<file path="src/rtl/id_ex_stage.sv">
// ID/EX pipeline register feeding the 64-bit ALU: handshake, ALU decode, forwarding.
// Optional operand forwarding is compiled in with `define ID_EX_FORWARD_EN.
package id_ex_pkg;
  typedef struct packed {
    logic reg_write;
    logic mem_read;
    logic mem_write;
    logic mem_to_reg;
    logic branch;
  } ex_ctrl_t;

  localparam logic [3:0] ALU_AND = 4'b0000;
  localparam logic [3:0] ALU_OR  = 4'b0001;
  localparam logic [3:0] ALU_ADD = 4'b0010;
  localparam logic [3:0] ALU_SUB = 4'b0110;
  localparam logic [3:0] ALU_SLL = 4'b0111;
endpackage

module id_ex_stage
  import id_ex_pkg::*;
#(
  parameter int XLEN = 64,
  parameter int RA_W = 5
) (
  input  logic            clk,
  input  logic            reset_n,
  input  logic            in_valid,
  output logic            in_ready,
  input  logic            flush,
  input  logic [XLEN-1:0] rs1_data,
  input  logic [XLEN-1:0] rs2_data,
  input  logic [XLEN-1:0] imm,
  input  logic [RA_W-1:0] rs1,
  input  logic [RA_W-1:0] rs2,
  input  logic [RA_W-1:0] rd,
  input  logic            alu_src,
  input  logic [1:0]      alu_op_in,
  input  logic [2:0]      funct3,
  input  logic            funct7_5,
  input  logic            reg_write,
  input  logic            mem_read,
  input  logic            mem_write,
  input  logic            mem_to_reg,
  input  logic            branch,
  input  logic            exmem_reg_write,
  input  logic [RA_W-1:0] exmem_rd,
  input  logic [XLEN-1:0] exmem_result,
  input  logic            memwb_reg_write,
  input  logic [RA_W-1:0] memwb_rd,
  input  logic [XLEN-1:0] memwb_result,
  output logic            out_valid,
  input  logic            out_ready,
  output logic [XLEN-1:0] alu_a,
  output logic [XLEN-1:0] alu_b,
  output logic [3:0]      alu_ctrl,
  output logic [XLEN-1:0] ex_store_data,
  output logic [RA_W-1:0] ex_rd,
  output logic            ex_reg_write,
  output logic            ex_mem_read,
  output logic            ex_mem_write,
  output logic            ex_mem_to_reg,
  output logic            ex_branch,
  output logic            decode_err,
  output logic [31:0]     bubble_cnt
);

  logic            cap;
  logic [3:0]      dec_ctrl;
  logic            dec_err;
  logic [XLEN-1:0] q_rs1_data;
  logic [XLEN-1:0] q_rs2_data;
  logic [XLEN-1:0] q_imm;
  logic [RA_W-1:0] q_rs1;
  logic [RA_W-1:0] q_rs2;
  logic            q_alu_src;
  ex_ctrl_t        q_ctrl;
  logic [XLEN-1:0] src1;
  logic [XLEN-1:0] src2;

  assign in_ready = !out_valid || out_ready;
  assign cap      = in_valid && in_ready && !flush;

  // R and I classes share the funct3 map; only R honours funct7_5
  always_comb begin
    dec_ctrl = ALU_ADD;
    dec_err  = 1'b0;
    unique case (1'b1)
      alu_op_in == 2'b00: dec_ctrl = ALU_ADD;
      alu_op_in == 2'b01: dec_ctrl = ALU_SUB;
      default: begin
        case (funct3)
          3'b000: dec_ctrl =
            (alu_op_in == 2'b10 && funct7_5) ? ALU_SUB : ALU_ADD;
          3'b111: dec_ctrl = ALU_AND;
          3'b110: dec_ctrl = ALU_OR;
          3'b001: dec_ctrl = ALU_SLL;
          default: begin
            dec_ctrl = ALU_ADD;
            dec_err  = 1'b1;
          end
        endcase
      end
    endcase
  end

  always_ff @(posedge clk or negedge reset_n) begin
    if (!reset_n) begin
      out_valid  <= 1'b0;
      q_rs1_data <= '0;
      q_rs2_data <= '0;
      q_imm      <= '0;
      q_rs1      <= '0;
      q_rs2      <= '0;
      ex_rd      <= '0;
      q_alu_src  <= 1'b0;
      q_ctrl     <= '0;
      alu_ctrl   <= ALU_AND;
      decode_err <= 1'b0;
    end else begin
      if (flush)
        out_valid <= 1'b0;
      else if (cap)
        out_valid <= 1'b1;
      else if (out_ready)
        out_valid <= 1'b0;
      if (cap) begin
        q_rs1_data <= rs1_data;
        q_rs2_data <= rs2_data;
        q_imm      <= imm;
        q_rs1      <= rs1;
        q_rs2      <= rs2;
        ex_rd      <= rd;
        q_alu_src  <= alu_src;
        q_ctrl     <= '{reg_write, mem_read, mem_write,
                        mem_to_reg, branch};
        alu_ctrl   <= dec_ctrl;
        decode_err <= dec_err;
      end
    end
  end

  always_ff @(posedge clk or negedge reset_n) begin
    if (!reset_n)
      bubble_cnt <= '0;
    else if (!out_valid && bubble_cnt != 32'hFFFF_FFFF)
      bubble_cnt <= bubble_cnt + 32'd1;
  end

`ifdef ID_EX_FORWARD_EN
  // EX/MEM is younger than MEM/WB, so it is tested first; x0 never forwards
  always_comb begin
    src1 = q_rs1_data;
    if (exmem_reg_write && exmem_rd != '0 && exmem_rd == q_rs1)
      src1 = exmem_result;
    else if (memwb_reg_write && memwb_rd != '0 && memwb_rd == q_rs1)
      src1 = memwb_result;
  end

  always_comb begin
    src2 = q_rs2_data;
    if (exmem_reg_write && exmem_rd != '0 && exmem_rd == q_rs2)
      src2 = exmem_result;
    else if (memwb_reg_write && memwb_rd != '0 && memwb_rd == q_rs2)
      src2 = memwb_result;
  end
`else
  logic unused_fwd;
  assign unused_fwd = ^{exmem_reg_write, exmem_rd, exmem_result,
                        memwb_reg_write, memwb_rd, memwb_result,
                        q_rs1, q_rs2};
  assign src1 = q_rs1_data;
  assign src2 = q_rs2_data;
`endif

  assign alu_a         = src1;
  assign alu_b         = q_alu_src ? q_imm : src2;
  assign ex_store_data = src2;

  assign ex_reg_write  = q_ctrl.reg_write  && out_valid;
  assign ex_mem_read   = q_ctrl.mem_read   && out_valid;
  assign ex_mem_write  = q_ctrl.mem_write  && out_valid;
  assign ex_mem_to_reg = q_ctrl.mem_to_reg && out_valid;
  assign ex_branch     = q_ctrl.branch     && out_valid;

endmodule

</file>
<file path="config.mk">
export PLATFORM = sky130hd
export DESIGN_NAME = id_ex_stage
export DESIGN_NICKNAME = d
export VERILOG_FILES = /design/src/rtl/id_ex_stage.sv
export SDC_FILE = /design/constraint.sdc
export NUM_CORES = 1
export LEC_CHECK = 0
export CAP_MARGIN = 5
export CORE_AREA = 5 5 232 234
export CTS_CLUSTER_SIZE = 14
export DETAILED_ROUTE_END_ITERATION = 8
export DIE_AREA = 0 0 237 239
export GPL_ROUTABILITY_DRIVEN = 0
export SYNTH_ARGS = -nofsm -noshare
export SYNTH_HDL_FRONTEND = slang
export SYNTH_SLANG_ARGS = --single-unit
</file>
<file path="constraint.sdc">
create_clock -name clk -period 1.86 [get_ports clk]
set_clock_uncertainty 0.05 [all_clocks]
set_input_delay 0.186 -clock clk [delete_from_list [all_inputs] [get_ports clk]]
set_output_delay 0.186 -clock clk [all_outputs]
set_load 0.01 [all_outputs]
</file>
==> flow_summary_export.csv <==
group,metric,value,unit
critical_path,start_kind,"register",
placed_design,placed_cell_area,16100,µm²
routing,firstDrtPassIters,6,
cells_and_area,post-route-cell-area,18800,µm²
synthesis,synth.top_cells.by_count,"mux2_2 (269), dfrtp_1 (240), buf_2 (23), xnor2_1 (21), nand3_1 (16)",
synthesis,synth_top_cell_area_share,59.4,%
die,dieArea,56600,µm²
clock_network,cts_tree,"yes",
cells_and_area,area_growth_syn_to_layout,86.1,%
placed_design,placed_cells,1859,
clock_network,clock_latency,0.55,ns
die,die_h,239,µm
die,core_area,51800,µm²
placed_design,io_buffers,453,
synthesis,postSynthCellCount,680,
critical_path,cp.required,1.62,ns
sta,min_period,2.24,ns
cells_and_area,diodes,0,
cells_and_area,final_cells,1970,
synthesis,synth_cell_type_count,38,
synthesis,synth_enable_flop_cells,0,
global_routing,track_usage,12.4,%
global_routing,grt_pass1_wl,54800,µm
clock_network,htree_levels,1,
synthesis,synth_nets,1045,
sta,clock.fmax,0.447,GHz
critical_path,path_class,"register to output port",
global_routing,first_global_vias,8648,
run_status,status,"finished with violations",
clock_network,tritoncts.num_buffers,29,
critical_path,critical_path_peak_fanout,5,
critical_path,crit_path_end_kind,"output port",
die,top_level_ports,605,
routing,drt-total-wl,40400,µm
critical_path,slowest_delay,0.50,ns
placed_design,hpwl,27900,µm
synthesis,synth.most_common_cell,"mux2_2",
power,vdd_drop_max,0.867,mV
clock_network,cts_root_buf,"clkbuf_16",
synthesis,syn_area,10100,µm²
routing,m1WireLength,16600,µm
sta,setup_ws,-0.377,ns
synthesis,async_flop_share,100,%
critical_path,worst_ep_arrival_time,2.00,ns
routing,drtIter0Drc,389,
run_status,violations,"negative setup slack",
synthesis,yosysSeqAreaShare,59.4,%
global_routing,grt_overflow_total,0,
critical_path,crit_chain,"buf_12 > buf_16 > buf_8 > buf_6 > mux2_4 > buf_8",
cells_and_area,layout.nets,1626,
sta,slew_viol_final,0,
global_routing,antenna_found_initial,17,
synthesis,ys_ff_latch,240,
routing,met3_length,4650,µm
sta,hold_viol,0,
synthesis,syn_avg_cell_area,14.9,µm²
routing,wire_per_inst,20.5,µm
sta,setup_viol,200,
routing,wl_met2,18100,µm
critical_path,cp.buffers_inverters,5,
cells_and_area,seqCellArea,6010,µm²
routing,route.detailed.drc,0,
routing,vias,8067,
sta,worst_pin_slew,0.543,ns
synthesis,synthTopCellsByArea,"dfrtp_1 (59%), mux2_2 (30%), xnor2_1 (1.8%)",
power,fin_total_pwr,18.5,mW
flow_run,drv_cap,0,
sta,rsz0062_at_grt,"true",
critical_path,critPathSlowestCell,"dfrtp_4",
global_routing,grt_max_degree,46,
power,powerDensity,985,nW/µm²
synthesis,synth_ff_type,"dfrtp_1",
die,rows,84,
synthesis,synth_largest_area_cell,"dfrtp_1",
sta,slew_headroom,63.6,%
power,leakage,8.27,nW
routing,top_layer,"met5",
critical_path,crit_top_cell,"buf_8",
clock_network,clockBufferDepth,3,
sta,fin_crit_sh,120,%
clock_network,cts.clk_slew.worst_paths,0.06,ns
cells_and_area,layout-drive-gt1-share,42.6,%
routing,vias_per_cell,4.09,
clock_network,cts.sinks,240,
cells_and_area,multi_input_area,4730,µm²
synthesis,yosys_warnings,0,
critical_path,cpLargestDelayFamily,"buffers and inverters",
hold_path,hold_path_class,"input port to asynchronous set/reset pin",
routing,drtAntennaViolNets,0,
die,start_util,19.5,%
die,dieWidth,237,µm
cells_and_area,nFillCells,4980,
[metal layers]
metal,vias to the layer above,global-route usage [%]
li1,3618,-
met1,3998,14.6
met2,337,20.0
met3,80,7.26
met4,34,2.31
met5,-,0
[cell usage in the layout (no fill, tap or decap), types with 9 or more instances in the layout]
| cell | count |
|---|---|
| clkbuf_16 | 45 |
| dlygate4sd2_1 | 25 |
| buf_2 | 19 |
| mux2_4 | 187 |
| buf_6 | 55 |
| and2_1 | 9 |
| buf_4 | 63 |
| buf_12 | 22 |
| mux2_2 | 82 |
| nand2_1 | 11 |
| nand3_1 | 11 |
| buf_8 | 11 |
| xnor2_1 | 21 |
| nand4_1 | 14 |
| clkdlybuf4s50_1 | 354 |
| dfrtp_1 | 236 |
[cells by family after synthesis]
kind of cell               after synthesis  synth area share (%)
AOI/OAI and AO/OA                       17                  1.19
xor gates and xnor gates                27                  2.34
adders and majority gates                1                 0.124
buffers and inverters                   38                  1.81
DFF                                    240                  59.4
muxes                                  269                  30.0
other                                    1                0.0371
and+or+nand+nor                         87                  5.16
[registers in the layout, summed over array words and instances (netlist names)]
register and flops:
out_valid 1, ex_rd 5, alu_a 64, q_imm 64, bubble_cnt 32, alu_ctrl 3, decode_err 1, ex_store_data 64
q_alu_src 1, q_ctrl 5
[final cells by class]
| cell class | count | share of cell area [%] |
|---|---|---|
| Clock inverter | 9 | 0.565 |
| Sequential cell | 240 | 32.0 |
| Timing Repair Buffer | 583 | 33.1 |
| Clock buffer | 43 | 4.56 |
| Tap cell | 688 | 4.57 |
| Multi-Input combinational cell | 402 | 25.1 |
| Inverter | 5 | 0.113 |
[path summary, 6_finish.rpt]
kind / slack [ns] / cells past startpoint / start / end
min in group clk: 0.19 / 2 / rs1_data[10] / alu_a[10]
worst max register to register: -0.10 / 6 / out_valid / bubble_cnt[26]
worst max-delay path: -0.38 / 6 / q_alu_src / alu_b[59]
worst min register to register: 0.45 / 1 / q_imm[4] / q_imm[4]
max in group asynchronous: 1.01 / 3 / reset_n / alu_a[37]
worst min-delay path: 0.10 / 2 / reset_n / ex_store_data[32]
[worst register-to-register path: stages (launching register included)]
cell and delay (ns):
dfrtp_1 0.40, buf_6 0.13, buf_6 0.11, or4_4 0.58, a21oi_4 0.27, nand4_1 0.15
xnor2_1 0.16
[report_power, final]
part	switching (mW)	internal, mW
logic	2.21	3.92
clock network	2.26	3.45
registers	0.603	6.09
[through the flow]
stage	hold slack, ns	TNS, ns	setup WS (ns)	utilization, %
4_1_cts	0.0740	-20.20	-0.459	33.8
6_report	0.105	-18.03	-0.377	36.3
2_1_floorplan	-0.160	-0.0591	-0.0591	-
5_1_grt	0.117	-31.90	-0.461	36.3
3_3_place_gp	0.0934	-30.46	-0.196	31.1
3_5_place_dp	0.0971	-28.61	-0.192	31.1
[timing repair]
item	4_1_cts	5_1_grt
hold buffers	1	0
setup endpoints to repair	103	292
endpoints found under the hold margin	240	0
pin swaps	12	10
resized for setup	369	236
setup buffers	24	16
cloned	4	18
No activity file was read; power rests on OpenSTA's default activity.
